`src/rtl/led_pwm_ctrl.sv`:
```
// Memory-mapped LED/GPIO controller: static or PWM drive per channel from a shared prescaled counter.
// Optional blink gate is compiled in with `define LED_PWM_CTRL_BLINK_EN.
module led_pwm_ctrl #(
  parameter int CHANNELS = 3,
  parameter int PWM_BITS = 8
) (
  input  logic                clk,
  input  logic                rst,
  input  logic                en,
  input  logic [3:0]          addr,
  input  logic [31:0]         d,
  input  logic [3:0]          we,
  output logic [31:0]         q,
  output logic [CHANNELS-1:0] out
);

  localparam logic [PWM_BITS-1:0] PWM_MAX = '1;
  localparam logic [PWM_BITS-1:0] PWM_ONE = 1;

  logic                ctrl_en;
  logic [CHANNELS-1:0] outmask;
  logic [CHANNELS-1:0] mode;
  logic [15:0]         prescale;
  logic [PWM_BITS-1:0] duty [CHANNELS];
  logic [15:0]         pre_cnt;
  logic [PWM_BITS-1:0] pwm_cnt;
  logic                phase;
  logic [CHANNELS-1:0] blink_ok;

  logic        wr;
  logic [31:0] wmask;
  logic [31:0] wdata;
  logic        pre_clr;
  logic        tick;
  logic        period_end;
  logic        unused_sig;

  assign wr    = en & (|we);
  assign wmask = {{8{we[3]}}, {8{we[2]}}, {8{we[1]}}, {8{we[0]}}};
  // q already holds the current value of the addressed register, so merging it
  // with the enabled lanes of d yields the post-write word for any index.
  assign wdata = (q & ~wmask) | (d & wmask);

  assign pre_clr    = wr && (addr == 4'd3) && (we[0] | we[1]);
  assign tick       = !pre_clr && (pre_cnt == prescale);
  assign period_end = tick && (pwm_cnt == PWM_MAX);
  assign unused_sig = ^{wdata, period_end};

  always_ff @(posedge clk or posedge rst) begin
    if (rst) begin
      ctrl_en  <= 1'b0;
      outmask  <= '0;
      mode     <= '0;
      prescale <= '0;
      for (int i = 0; i < CHANNELS; i++) duty[i] <= '0;
    end else if (wr) begin
      case (addr)
        4'd0:    ctrl_en  <= wdata[0];
        4'd1:    outmask  <= wdata[CHANNELS-1:0];
        4'd2:    mode     <= wdata[CHANNELS-1:0];
        4'd3:    prescale <= wdata[15:0];
        default: ;
      endcase
      for (int i = 0; i < CHANNELS; i++)
        if (addr == 4'(4 + i)) duty[i] <= wdata[PWM_BITS-1:0];
    end
  end

  always_ff @(posedge clk or posedge rst) begin
    if (rst) begin
      pre_cnt <= '0;
      pwm_cnt <= '0;
    end else begin
      pre_cnt <= (pre_clr || tick) ? 16'd0 : pre_cnt + 16'd1;
      if (tick) pwm_cnt <= pwm_cnt + PWM_ONE;
    end
  end

`ifdef LED_PWM_CTRL_BLINK_EN
  logic [15:0]         blink_half;
  logic [15:0]         blink_cnt;
  logic [CHANNELS-1:0] blink_mask;
  logic                blink_wr;

  assign blink_wr = wr && (addr == 4'd15);
  assign blink_ok = ~blink_mask | {CHANNELS{phase}};

  always_ff @(posedge clk or posedge rst) begin
    if (rst) begin
      blink_half <= '0;
      blink_mask <= '0;
      blink_cnt  <= '0;
      phase      <= 1'b1;
    end else begin
      if (blink_wr) begin
        blink_half <= wdata[15:0];
        blink_mask <= wdata[16 +: CHANNELS];
      end
      // A zero half-period parks the gate open.
      if (blink_half == 16'd0) begin
        blink_cnt <= '0;
        phase     <= 1'b1;
      end else if (blink_wr) begin
        blink_cnt <= '0;
      end else if (period_end) begin
        if (blink_cnt >= blink_half - 16'd1) begin
          blink_cnt <= '0;
          phase     <= ~phase;
        end else begin
          blink_cnt <= blink_cnt + 16'd1;
        end
      end
    end
  end
`else
  assign phase    = 1'b1;
  assign blink_ok = '1;
`endif

  always_comb begin
    q = '0;
    case (addr)
      4'd0:  q[0] = ctrl_en;
      4'd1:  q[CHANNELS-1:0] = outmask;
      4'd2:  q[CHANNELS-1:0] = mode;
      4'd3:  q[15:0] = prescale;
      4'd14: begin
        q[PWM_BITS-1:0] = pwm_cnt;
        q[16]           = phase;
      end
`ifdef LED_PWM_CTRL_BLINK_EN
      4'd15: begin
        q[15:0]          = blink_half;
        q[16 +: CHANNELS] = blink_mask;
      end
`endif
      default: begin
        for (int i = 0; i < CHANNELS; i++)
          if (addr == 4'(4 + i)) q[PWM_BITS-1:0] = duty[i];
      end
    endcase
  end

  always_ff @(posedge clk or posedge rst) begin
    if (rst) begin
      out <= '0;
    end else begin
      for (int i = 0; i < CHANNELS; i++)
        out[i] <= ctrl_en & outmask[i] & (mode[i] ? (pwm_cnt < duty[i]) : 1'b1) & blink_ok[i];
    end
  end

endmodule
```
`config.mk`:
```
export PLATFORM = sky130hd
export DESIGN_NAME = led_pwm_ctrl
export DESIGN_NICKNAME = d
export VERILOG_FILES = /design/src/rtl/led_pwm_ctrl.sv
export SDC_FILE = /design/constraint.sdc
export NUM_CORES = 1
export LEC_CHECK = 0
export BUFFER_PORTS_ARGS = -buffer_cell sky130_fd_sc_hd__buf_2
export CORE_MARGIN = 4
export CORE_UTILIZATION = 49
export DETAILED_ROUTE_END_ITERATION = 8
export GPL_TIMING_DRIVEN = 0
export PLACE_DENSITY_LB_ADDON = 0.3
export SLEW_MARGIN = 30
export SYNTH_ARGS = -nofsm -noshare
export SYNTH_HDL_FRONTEND = slang
export SYNTH_SLANG_ARGS = --single-unit
export TNS_END_PERCENT = 50
```
`constraint.sdc`:
```
create_clock -name clk -period 2.2 [get_ports clk]
set_input_delay 0.33 -clock clk [delete_from_list [all_inputs] [get_ports clk]]
set_output_delay 0.33 -clock clk [all_outputs]
set_load 0.02 [all_outputs]
```
---- Word-level counts from Yosys, hierarchy flattened ----
Index checks and enable logic that the tools add are counted.
cells by class
  add/subtract/negate cells ............... 2
  bitwise operators ....................... 12
  reduce and logical (&&, ||, !) cells .... 15
  muxes and demuxes ....................... 12
  $mul .................................... 0
  divide/modulo/power cells ............... 0
  shift-type cells ........................ 0
  equal/unequal tests ..................... 8
  $lt $le $gt $ge ......................... 3
operators with widths
  cell                                                             number
  16-bit AND                                                       2
  8-bit 2-to-1 mux                                                 4
  8-bit < comparator                                               3
  16-bit by 1-bit adder with 16-bit output, second input constant  1
  16-bit == test                                                   1
  16-bit 2-to-1 mux                                                1
  16-bit inverter                                                  1
  16-bit bitwise OR                                                1
  5-bit one-hot mux with 3 select lines                            1
  2-bit AND reduction                                              7
  4-bit by 3-bit == test with 1-bit output, second input constant  3
  2-bit one-hot mux with 5 select lines                            1
  8-bit by 1-bit adder with 8-bit output, second input constant    1
  4-bit by 2-bit == test with 1-bit output, second input constant  2
  1-bit AND                                                        7
  1-bit one-hot mux with 5 select lines                            1
  4-bit by 1-bit == test with 1-bit output, second input constant  1
  4-bit == test, second input constant                             1
  4-bit logical NOT                                                1
  1-bit 2-to-1 mux                                                 4
  4-bit OR reduction                                               1
  1-bit logical AND                                                3
  3-bit OR reduction                                               1
  1-bit logical NOT                                                1
  other kinds (2)                                                  2
word-level totals
  word-level logic and storage cells ...... 62
  bits in writable memories ............... 0
  bits in latches ......................... 0
  memories kept ........................... 0
  output and inout bits ................... 35
  memory bits (read-only) ................. 0
  register bits after elaboration ......... 74

---- Depth between registers and ports, before layout ----
Gate-level depths: netlist of the first run.
  word-level depth ........................ 8
  gate-level depth with buffers ........... 8
  depth with buffers taken out ............ 7

---- Worst setup path after synthesis of the first run ----
No wires, ideal clock.
  path type ............................... input -> register
  start ................................... input addr[1]
  end ..................................... register mode[1]
  path slack .............................. 0.191 ns
  library setup time ...................... 0.125 ns
  stages .................................. 6
  arrival ................................. 1.884 ns
  cells stage by stage .................... buf_6 mux2_1 a22o_1 a221o_1 mux2_4 mux2_2
between the ends
  longest elaborated chain between the ends .. 7
RTL lines
  element                                   line  source
  start, declared                           10    input logic [3:0] addr,
  4-bit by 3-bit == test with 1-bit output  139   if (addr == 4'(4 + i)) q[PWM_BITS-1:0] = duty[i];
  8-bit 2-to-1 mux (3 in a row)             139
  2-bit one-hot mux with 5 select lines *   122   case (addr)
  net q[1]                                  13    output logic [31:0] q,
  16-bit AND *                              42    assign wdata = (q & ~wmask) | (d & wmask);
  16-bit bitwise OR *                       42
  end signal, assigned                      60    4'd2: mode <= wdata[CHANNELS-1:0];
  end, declared                             22    logic [CHANNELS-1:0] mode;
Mark *: on every way through the listed nets, which the timed path passes. The rest lies on a longest branch.
A chain may end at the register's enable or synchronous reset.

---- Worst setup path in the final report of the first run ----
  start ................................... register prescale[2]
  end ..................................... output q[2]
between the ends
  longest elaborated chain between the ends .. 1
RTL lines
  element                                line  source
  start, declared                        23    logic [15:0] prescale;
  start signal, assigned                 61    4'd3: prescale <= wdata[15:0];
  2-bit one-hot mux with 5 select lines  122
  end, declared                          13
No other way between the ends.

==> impl_results.md, run 1 <==
- Ant diodes: 0
- Most frequent cells in the layout: dfrtp_1, mux2_2, buf_2
- Setup Skew: about 0.0079 ns
- Antenna Nets Post-Route: 0
- Critical path fanouts, max: 3
- Min-Delay Path Class: in2async
- TNS Setup: 0 ns
- #FFs+latches synth: 74
- Tcrit/Tclk final: ~97%
- Placed insts: just under 600
- Initial core utilization: about 50%
- Pwr dens: a little under 900 nW/µm²
- Chip width: between 100 and 150 µm
- Internal power: ~3.1 mW
- Psw: 1.44 mW
- Sw frac: 31.5%
- Leakage: around 2.5 nW
- FILL cells: 758
- DRT Pass-1 Iters: 5
- Max-cap check violation count: 0
- Nature of the critical path endpoint: output pin
- Average wire per standard cell: between 15 and 20 µm
- Largest net degree at the start of global routing: 31
- Synthesis-to-finish area growth: 17.0%
- Clk_lat worst skew: about 0.35 ns
- Final Critical Period: 2.13 ns
- Worst Max-Slew Pin Slew: about 0.84 ns
- Combinational power share: 25.3%
- Status: finished clean
- CORE AREA: between 8000 and 9000 µm²
- Initial antenna violation count: 0
- Delay-heaviest family, CP: compound AO/OA/AOI/OAI gates
- FF-to-FF path depth: 5
- Async S/R FF share, synth: 100%
- Detailed Route WL: between 10 and 15 mm
- RSZ-0062 raised after global routing: false
- Final setup fails: 0
- Crit-path slowest cell: dfrtp_1
- Row cnt: 34
- Remaining global-route overflow: 0
- WP buf/inv: 1
- CP Cell Sequence: mux2_1 -> a22o_1 -> a221o_1 -> buf_2
- H-tree depth: 3
- DP HPWL: slightly below 8 mm
- Endpoints failing hold: 0
- Num CTS Buffers: 9
- First-pass GRT wire length: around 17 mm
- Synthesized netlist cell count: 407
- Total track usage: a little over a fifth
- Slew HR: 43.7%
- TritonCTS clock tree: built
- Vias/cell: ~5.5
- Routability Congestion: 0.871
- Fmax: 469 MHz
- Startpoint Class: register
- Final nets: around 550
- Die height: approximately 100 µm
- # port buffers: 46
- Post-synth EDFFs: 0
- I/O Pins: 78
- Mean Syn Cell Area: between 10 and 15 µm²
- Clk slew on worst S/H paths: ~0.08 ns
- Yosys cell types: 53
- Commonest non-fill, non-tap cell in the layout: dfrtp_1
- Clock share of power: between 30% and 40%
- Synth Flop Type: dfrtp_1
- Synth warnings: 0
- Max VDD drop: roughly 610 µV
- Worst stage delay on the critical path: between 0.4 and 0.5 ns
- Final Max Slew Viols: 0
- Flop pwr share: 44.0%
- Vias in the first global route: about 3,300
- Critical path type: reg2out
- Initial DRC Count: approximately 130
- Register area share after synthesis: about two fifths
- Total power: 4.56 mW
- Worst EP arrival: around 1.8 ns
- DRC violation count after routing: 0
- Layout cells sized above 1: between 30% and 40%
- Via count: about 3,300
- Critical Path RT: 1.87 ns
- # clock sinks: between 70 and 80
- Fin cells: 594
- Clock buffer depth: 2
- Synth Cell Area: roughly 4400 µm²
- Die ar.: approximately 11,000 µm²
- Root Driver: clkbuf_8
- Stages on the worst setup path: 4
## sequential cells by signal, summed over array words and instances, names as in the netlist
| signal | flops |
|---|---|
| duty | 24 |
| pre_cnt | 16 |
| prescale | 16 |
| pwm_cnt | 8 |
| mode | 3 |
| out | 3 |
| outmask | 3 |
| ctrl_en | 1 |
## power groups by stage
stage | sequential [mW] | combinational, mW | clock [mW]
finish | 2.01 | 1.16 | 1.40
global route | 2.05 | 1.28 | 1.48
CTS | 2.00 | 1.16 | 1.42
detailed placement | 2.03 | 1.13 | 0
global placement | 2.01 | 1.09 | 0
floorplan | 1.93 | 0.889 | 0
## worst reg2reg max path, delay by kind of cell (launching register included)
kind           cells  cell delay (ns)
multiplexers       3             0.91
flip-flops         1             0.44
AO/OA/AOI/OAI      2             0.53
## timing repair
item	CTS	global route
hold buffers	0	0
gates cloned	0	0
buffers inserted	0	1
gates resized for setup	1	1
endpoints found under the setup margin	10	12
pin swaps	0	1
## Yosys cell counts, drive strengths merged, types with 3 or more instances
master / instances / area [µm²]
dfrtp: 74 / 1850
mux2: 57 / 657
nor2: 32 / 145
inv: 27 / 101
xnor2: 26 / 228
buf: 23 / 170
ha: 23 / 288
nand2: 14 / 52.6
nand3: 12 / 60.1
nand4: 12 / 75.1
xor2: 11 / 96.3
and2: 10 / 62.6
a21o: 9 / 67.6
a21oi: 6 / 30.0
and3: 6 / 37.5
o21ai: 6 / 33.8
a22oi: 5 / 37.5
a2bb2oi: 5 / 43.8
nand2b: 5 / 31.3
o22ai: 5 / 31.3
nor2b: 4 / 25.0
a211oi: 3 / 22.5
and4: 3 / 26.3
o31ai: 3 / 22.5
## worst paths after layout
kind | startpoint | endpoint | slack, ns
worst max-delay path | prescale[2] | q[2] | 0.07
worst min-delay path | rst | pre_cnt[12] | 0.03
worst max register to register | prescale[2] | mode[2] | 0.22
worst min register to register | mode[0] | out[0] | 0.48
max in group asynchronous | rst | pwm_cnt[4] | 1.63
min in group clk | d[13] | prescale[13] | 0.21
## logic make-up after synthesis
family	count (synthesis)	share of synthesized area [%]
AOI/OAI and AO/OA	55	9.07
xor gates and xnor gates	37	7.32
adders and majority gates	23	6.50
buffers and inverters	51	6.22
DFF	74	41.8
muxes	58	15.3
other	1	0.0847
and+or+nand+nor	108	13.6
## per-stage QoR
| stage | utilization, % | hold slack, ns | cell area (µm²) | setup WS [ns] |
|---|---|---|---|---|
| 2_1_floorplan | - | 0.427 | 4480 | 0.191 |
| 3_3_place_gp | 55.3 | 0.465 | 4850 | -0.0210 |
| 3_5_place_dp | 55.9 | 0.421 | 4900 | -0.0447 |
| 4_1_cts | 59.0 | 0.0401 | 5170 | 0.0618 |
| 5_1_grt | 59.1 | 0.0602 | 5180 | 0.00689 |
| 6_report | 59.1 | 0.0331 | 5180 | 0.0657 |
## layer usage
metal	part of all wire (%)	global-route usage [%]
met5	0	0
met4	1.5	7.37
met3	4.9	3.86
met2	51	35.6
met1	43	27.0
## layout make-up
type	instances	area [µm²]	share of cell area, %
multi-input cells	296	2360	45.6
flip-flops and latches	74	1850	35.7
clock buffers	9	124	2.39
well taps	108	135	2.61
clock inverters	7	141	2.73
plain buffers	24	174	3.36
inverters	27	105	2.03
repair buffers	49	285	5.51
No activity file was read; power rests on OpenSTA's default activity.
==> run 2: changes to the inputs <==
Settings changed: CORE_UTILIZATION 49 to 51.
==> run 2 against run 1 <==
Sequential cell count unchanged. Worst hold slack improved by 0.16 ns. Routed wire length decreased by 1.8%. First-iteration DRC count increased by 110%.
==> impl_results.md, run 2 (synthesized netlist as in run 1, its figures left out) <==
- Status: finished clean (unchanged)
- Initial core utilization: 53.1% (was 50.5%)
- Initial antenna violation count: 0 (unchanged)
- # clock sinks: 74 (unchanged)
- Most flops, register: duty (unchanged)
- Final Max Slew Viols: 0 (unchanged)
- Post-CTS Setup Repair Bufs: 0 (unchanged)
- Final Critical Period: 2.11 ns (was 2.13 ns)
- Layout cells sized above 1: 33.1% (about the same)
- R2R Path Start: pre_cnt[6] (was prescale[2])
- RSZ-0062 raised after global routing: false (unchanged)
- Vias/cell: 5.62 (was 5.51)
- Number of flip-flops in the largest register: 24 (unchanged)
- FILL cells: 710 (was 758)
- Max-cap check violation count: 0 (unchanged)
- Vias in the first global route: 3,309 (was 3,348)
- Row cnt: 33 (was 34)
- Total track usage: 20.8% (was 21.0%)
- Placed insts: 575 (was 577)
- Worst EP arrival: 1.78 ns (was 1.80 ns)
- Worst R2R End: pre_cnt[8] (was mode[2])
- TritonCTS clock tree: built (unchanged)
- TNS Setup: 0 ns (unchanged)
- Critical Path RT: 1.87 ns (about the same)
- Endpoints failing hold: 0 (unchanged)
- WHS Endpoint: prescale[12]
- Crit-path slowest cell: dfrtp_1 (unchanged)
- Leakage: 2.50 nW (was 2.51 nW)
- Clk slew on worst S/H paths: 0.09 ns (was 0.08 ns)
- I/O Pins: 78 (unchanged)
- Worst slack at placement: -0.119 ns (was -0.0447 ns)
- Largest registers: duty x24, pre_cnt x16, prescale x16 (unchanged)
- FF-to-FF path depth: 7 (was 5)
- CP Cell Sequence: mux2_1 -> a22o_1 -> a221o_1 -> buf_2 (unchanged)
- Die height: 101 µm (was 103 µm)
- Setup slack, reg-to-reg: 0.15 ns (was 0.22 ns)
- Via count: 3,329 (was 3,271)
- DP HPWL: 7.63 mm (was 7.91 mm)
- # port buffers: 46 (unchanged)
- Ant diodes: 0 (unchanged)
- Average wire per standard cell: 17.2 µm (was 17.4 µm)
- Worst hold stages: 2
- Num CTS Buffers: 9 (unchanged)
- Initial DRC Count: 279 (was 134)
- Clock buffer depth: 2 (unchanged)
- Critical path fanouts, max: 3 (unchanged)
- Remaining global-route overflow: 0 (unchanged)
- Tcrit/Tclk final: 96.1% (was 97.0%)
- Die ar.: 10,200 µm² (was 10,600 µm²)
- Final nets: 548 (was 547)
- Commonest non-fill, non-tap cell in the layout: dfrtp_1 (unchanged)
- Worst stage delay on the critical path: 0.42 ns (was 0.44 ns)
- Critical path type: reg2out (unchanged)
- H-tree depth: 3 (unchanged)
- Setup Skew: 0.00865 ns (was 0.00785 ns)
- Beginning of the worst hold path: d[12]
- Most frequent cells in the layout: dfrtp_1, mux2_2, buf_2 (unchanged)
- DRC violation count after routing: 0 (unchanged)
- CORE AREA: 8340 µm² (was 8760 µm²)
- Final WS setup: 0.0864 ns (was 0.0657 ns)
- First-pass GRT wire length: 16.5 mm (was 17.0 mm)
- Synthesis-to-finish area growth: 16.3% (was 17.0%)
- Worst Max-Slew Pin Slew: 0.864 ns (was 0.842 ns)
- Fmax: 473 MHz (was 469 MHz)
- Root Driver: clkbuf_8 (unchanged)
- Max VDD drop: 561 µV (was 610 µV)
- Slew HR: 42.1% (was 43.7%)
- Routability Congestion: 0.885 (was 0.871)
- Min-Delay Path Class: in2reg (was in2async)
- Startpoint Class: register (unchanged)
- Largest net degree at the start of global routing: 26 (was 31)
- Fin cells: 592 (was 594)
- Detailed Route WL: 10.2 mm (was 10.4 mm)
- DRT Pass-1 Iters: 4 (was 5)
- Chip width: 101 µm (was 103 µm)
- Clk_lat worst skew: 0.36 ns (was 0.35 ns)
- Pwr dens: 823 nW/µm² (was 881 nW/µm²)
- Antenna Nets Post-Route: 0 (unchanged)
- Nature of the critical path endpoint: output pin (unchanged)
- Final setup fails: 0 (unchanged)
==> run 2: critical path: cells and delay by family, from the launching register on <==
kind / cells / cell delay (ns)
AOI/OAI and AO/OA: 2 / 0.53
DFF: 1 / 0.42
muxes: 1 / 0.32
buffers and inverters: 1 / 0.16
==> run 2: how the worst max path moves through the flow <==
stage | startpoint | endpoint | slack (ns) | cells past startpoint
4_1_cts | addr[0] | q[5] | 0.05 | 6
5_1_grt | pre_cnt[10] | pre_cnt[8] | 0.003 | 7
6_report | prescale[1] | q[1] | 0.09 | 4
2_1_floorplan | addr[1] | mode[1] | 0.19 | 6
3_3_place_gp | addr[2] | duty[7] | -0.08 | 5
3_5_place_dp | addr[2] | duty[16] | -0.12 | 5
==> run 2: cell type report <==
cell class | count | area [µm²] | area share (%)
buffer | 24 | 174 | 3.38
clock buffer | 9 | 124 | 2.41
clock inverter | 7 | 76.3 | 1.48
inverter | 27 | 105 | 2.04
multi-input combinational | 296 | 2360 | 45.9
sequential | 74 | 1850 | 36.0
tap | 105 | 131 | 2.55
timing repair buffer | 50 | 323 | 6.27
==> run 2: power breakdown <==
part / internal (mW) / switching, mW / total [mW]
Combinational: 0.605 / 0.546 / 1.15
Sequential: 1.66 / 0.337 / 2.00
Clock: 0.531 / 0.559 / 1.09
Total: 2.79 / 1.44 / 4.24
==> run 2: timing repair <==
item / 4_1_cts / 5_1_grt
setup endpoints to repair: 10 / 3
pin swaps: 0 / 0
gates resized for setup: 1 / 1
endpoints found under the hold margin: 10 / 0
hold buffers: 1 / 0
==> run 2: per-stage QoR <==
stage                     utilization, %  cell area [µm²]  hold slack (ns)  total power [mW]
after global routing                61.7             5150            0.190              4.49
final                               61.7             5150            0.192              4.24
after detailed placement            59.1             4930            0.299              3.15
after global placement              58.1             4850            0.465              3.08
after floorplan                        -             4480            0.427              2.82
after CTS                           61.7             5150            0.187              4.26
==> run 2: metal layers <==
metal	vias to the layer above	share of wire, %	track usage, %
met3	20	4.8	4.13
met1	1637	42	26.3
li1	1570	-	-
met5	-	0	0
met4	0	1.9	6.65
met2	102	51	35.8
==> run 3: changes to the inputs <==
Settings changed: CORE_UTILIZATION 51 to 45.
==> run 3 against run 2 <==
Register-to-register slack improved by 0.04 ns. Total power decreased by 0.15%. Largest power group unchanged. Clock power about the same. Critical path type unchanged. Sequential cell count unchanged. Largest cell class unchanged.
==> impl_results.md, run 3 (synthesized netlist as in run 1, its figures left out) <==
- First-pass GRT wire length: 16.5 mm (about the same)
- Final WS setup: 0.0740 ns (was 0.0864 ns)
- FILL cells: 856 (was 710)
- Final setup fails: 0 (unchanged)
- Clock buffer depth: 2 (unchanged)
- Worst R2R End: pre_cnt[10] (was pre_cnt[8])
- Clk slew on worst S/H paths: 0.07 ns (was 0.09 ns)
- Largest net degree at the start of global routing: 32 (was 26)
- Critical path fanouts, max: 3 (unchanged)
- Initial antenna violation count: 0 (unchanged)
- Placed insts: 598 (was 575)
- DP Area: 4920 µm² (was 4930 µm²)
- CP Cell Sequence: mux2_1 -> a22o_1 -> a221o_1 -> buf_2 (unchanged)
- Initial core utilization: 47.0% (was 53.1%)
- Total power: 4.23 mW (was 4.24 mW)
- Antenna Nets Post-Route: 0 (unchanged)
- Final Max Slew Viols: 0 (unchanged)
- Most frequent cells in the layout: dfrtp_1, mux2_2, buf_2 (unchanged)
- Routability Congestion: 0.828 (was 0.885)
- Max-cap check violation count: 0 (unchanged)
- Chip width: 107 µm (was 101 µm)
- Synthesis-to-finish area growth: 16.1% (was 16.3%)
- DP HPWL: 7.97 mm (was 7.63 mm)
- Min-Delay Path Class: in2reg (unchanged)
- Worst EP arrival: 1.80 ns (was 1.78 ns)
- I/O Pins: 78 (unchanged)
- Ant diodes: 0 (unchanged)
- Root Driver: clkbuf_8 (unchanged)
- H-tree depth: 3 (unchanged)
- Total track usage: 18.3% (was 20.8%)
- Tcrit/Tclk final: 96.6% (was 96.1%)
- Critical Path RT: 1.87 ns (about the same)
- DRC violation count after routing: 0 (unchanged)
- FF-to-FF path depth: 7 (unchanged)
- DRT Pass-1 Iters: 4 (unchanged)
- Via count: 3,255 (was 3,329)
- Pwr dens: 823 nW/µm² (about the same)
- Max VDD drop: 407 µV (was 561 µV)
- Initial DRC Count: 131 (was 279)
- Status: finished clean (unchanged)
- Endpoints failing hold: 0 (unchanged)
- Fmax: 470 MHz (was 473 MHz)
- Vias in the first global route: 3,346 (was 3,309)
- # clock sinks: 74 (unchanged)
- Die ar.: 11,500 µm² (was 10,200 µm²)
- Fin util: 54.6% (was 61.7%)
- Worst hold stages: 2 (unchanged)
- WHS: 0.220 ns (was 0.192 ns)
- Vias/cell: 5.29 (was 5.62)
- Remaining global-route overflow: 0 (unchanged)
- Fin area: 5140 µm² (was 5150 µm²)
- TNS Setup: 0 ns (unchanged)
- Crit-path slowest cell: dfrtp_1 (unchanged)
- Worst slack at placement: -0.0448 ns (was -0.119 ns)
- Slew HR: 51.1% (was 42.1%)
- WHS Endpoint: prescale[14] (was prescale[12])
- Worst stage delay on the critical path: 0.42 ns (about the same)
- Area of the multi-input gates: 2360 µm² (unchanged)
- Setup Skew: 0.0108 ns (was 0.00865 ns)
- Critical path type: reg2out (unchanged)
- Num CTS Buffers: 9 (unchanged)
- RSZ-0062 raised after global routing: false (unchanged)
- Most flops, register: duty (unchanged)
- Die height: 107 µm (was 101 µm)
- Nature of the critical path endpoint: output pin (unchanged)
- Average wire per standard cell: 16.5 µm (was 17.2 µm)
- Post-CTS Setup Repair Bufs: 0 (unchanged)
- Register area: 1850 µm² (unchanged)
- Beginning of the worst hold path: d[14] (was d[12])
- Setup slack, reg-to-reg: 0.19 ns (was 0.15 ns)
- Detailed Route WL: 10.1 mm (was 10.2 mm)
- TritonCTS clock tree: built (unchanged)
- Layout cells sized above 1: 32.9% (was 33.1%)
- Final nets: 547 (was 548)
- CORE AREA: 9420 µm² (was 8340 µm²)
- Largest registers: duty x24, pre_cnt x16, prescale x16 (unchanged)
- R2R Path Start: pre_cnt[2] (was pre_cnt[6])
- Number of flip-flops in the largest register: 24 (unchanged)
- Worst Max-Slew Pin Slew: 0.731 ns (was 0.864 ns)
- Fin cells: 615 (was 592)
- Commonest non-fill, non-tap cell in the layout: dfrtp_1 (unchanged)
- Final Critical Period: 2.13 ns (was 2.11 ns)
- Leakage: 2.48 nW (was 2.50 nW)
- Clk_lat worst skew: 0.34 ns (was 0.36 ns)
- Row cnt: 35 (was 33)
- Startpoint Class: register (unchanged)
- # port buffers: 46 (unchanged)
-- run 3: layout make-up --
| cell class | count | share of cell area [%] |
|---|---|---|
| multi-input cells | 296 | 46.0 |
| flip-flops and latches | 74 | 36.0 |
| repair buffers | 49 | 5.45 |
| plain buffers | 24 | 3.38 |
| well taps | 129 | 3.14 |
| clock buffers | 11 | 2.94 |
| inverters | 27 | 2.04 |
| clock inverters | 5 | 1.02 |
-- run 3: critical path, delay by kind of cell, from the launching register on --
family | cells | cell delay (ns)
AOI/OAI and AO/OA | 2 | 0.56
buffers and inverters | 1 | 0.17
DFF | 1 | 0.42
muxes | 1 | 0.31
-- run 3: worst max path at each step --
stage / start / to / slack, ns
after detailed placement: addr[2] / duty[7] / -0.04
after global routing: prescale[2] / q[2] / 0.005
final: prescale[2] / q[2] / 0.07
after global placement: addr[2] / duty[7] / 0.006
after CTS: pre_cnt[2] / pre_cnt[12] / 0.04
after floorplan: addr[1] / mode[1] / 0.19
-- run 3: power by group --
part	internal (mW)	switching (mW)	total (mW)	leakage, nW
Combinational	0.598	0.550	1.15	1.41
Clock	0.580	0.504	1.08	0.105
Sequential	1.66	0.338	2.00	0.965
Total	2.84	1.39	4.23	2.48
-- run 3: routing by layer --
metal | part of all wire [%] | global-route usage [%] | up-vias | wire length (µm)
met5 | 0 | 0 | - | 0
met4 | 1.4 | 5.75 | 0 | 140
met3 | 4.8 | 3.43 | 10 | 485
met2 | 51 | 32.5 | 80 | 5210
met1 | 42 | 22.5 | 1604 | 4290
li1 | - | - | 1561 | -
-- run 3: timing repair --
| action | in CTS | in global routing |
|---|---|---|
| endpoints found under the setup margin | 0 | 14 |
| endpoints found under the hold margin | 13 | 0 |
| hold buffers | 1 | 0 |
| gates resized for setup | 0 | 2 |
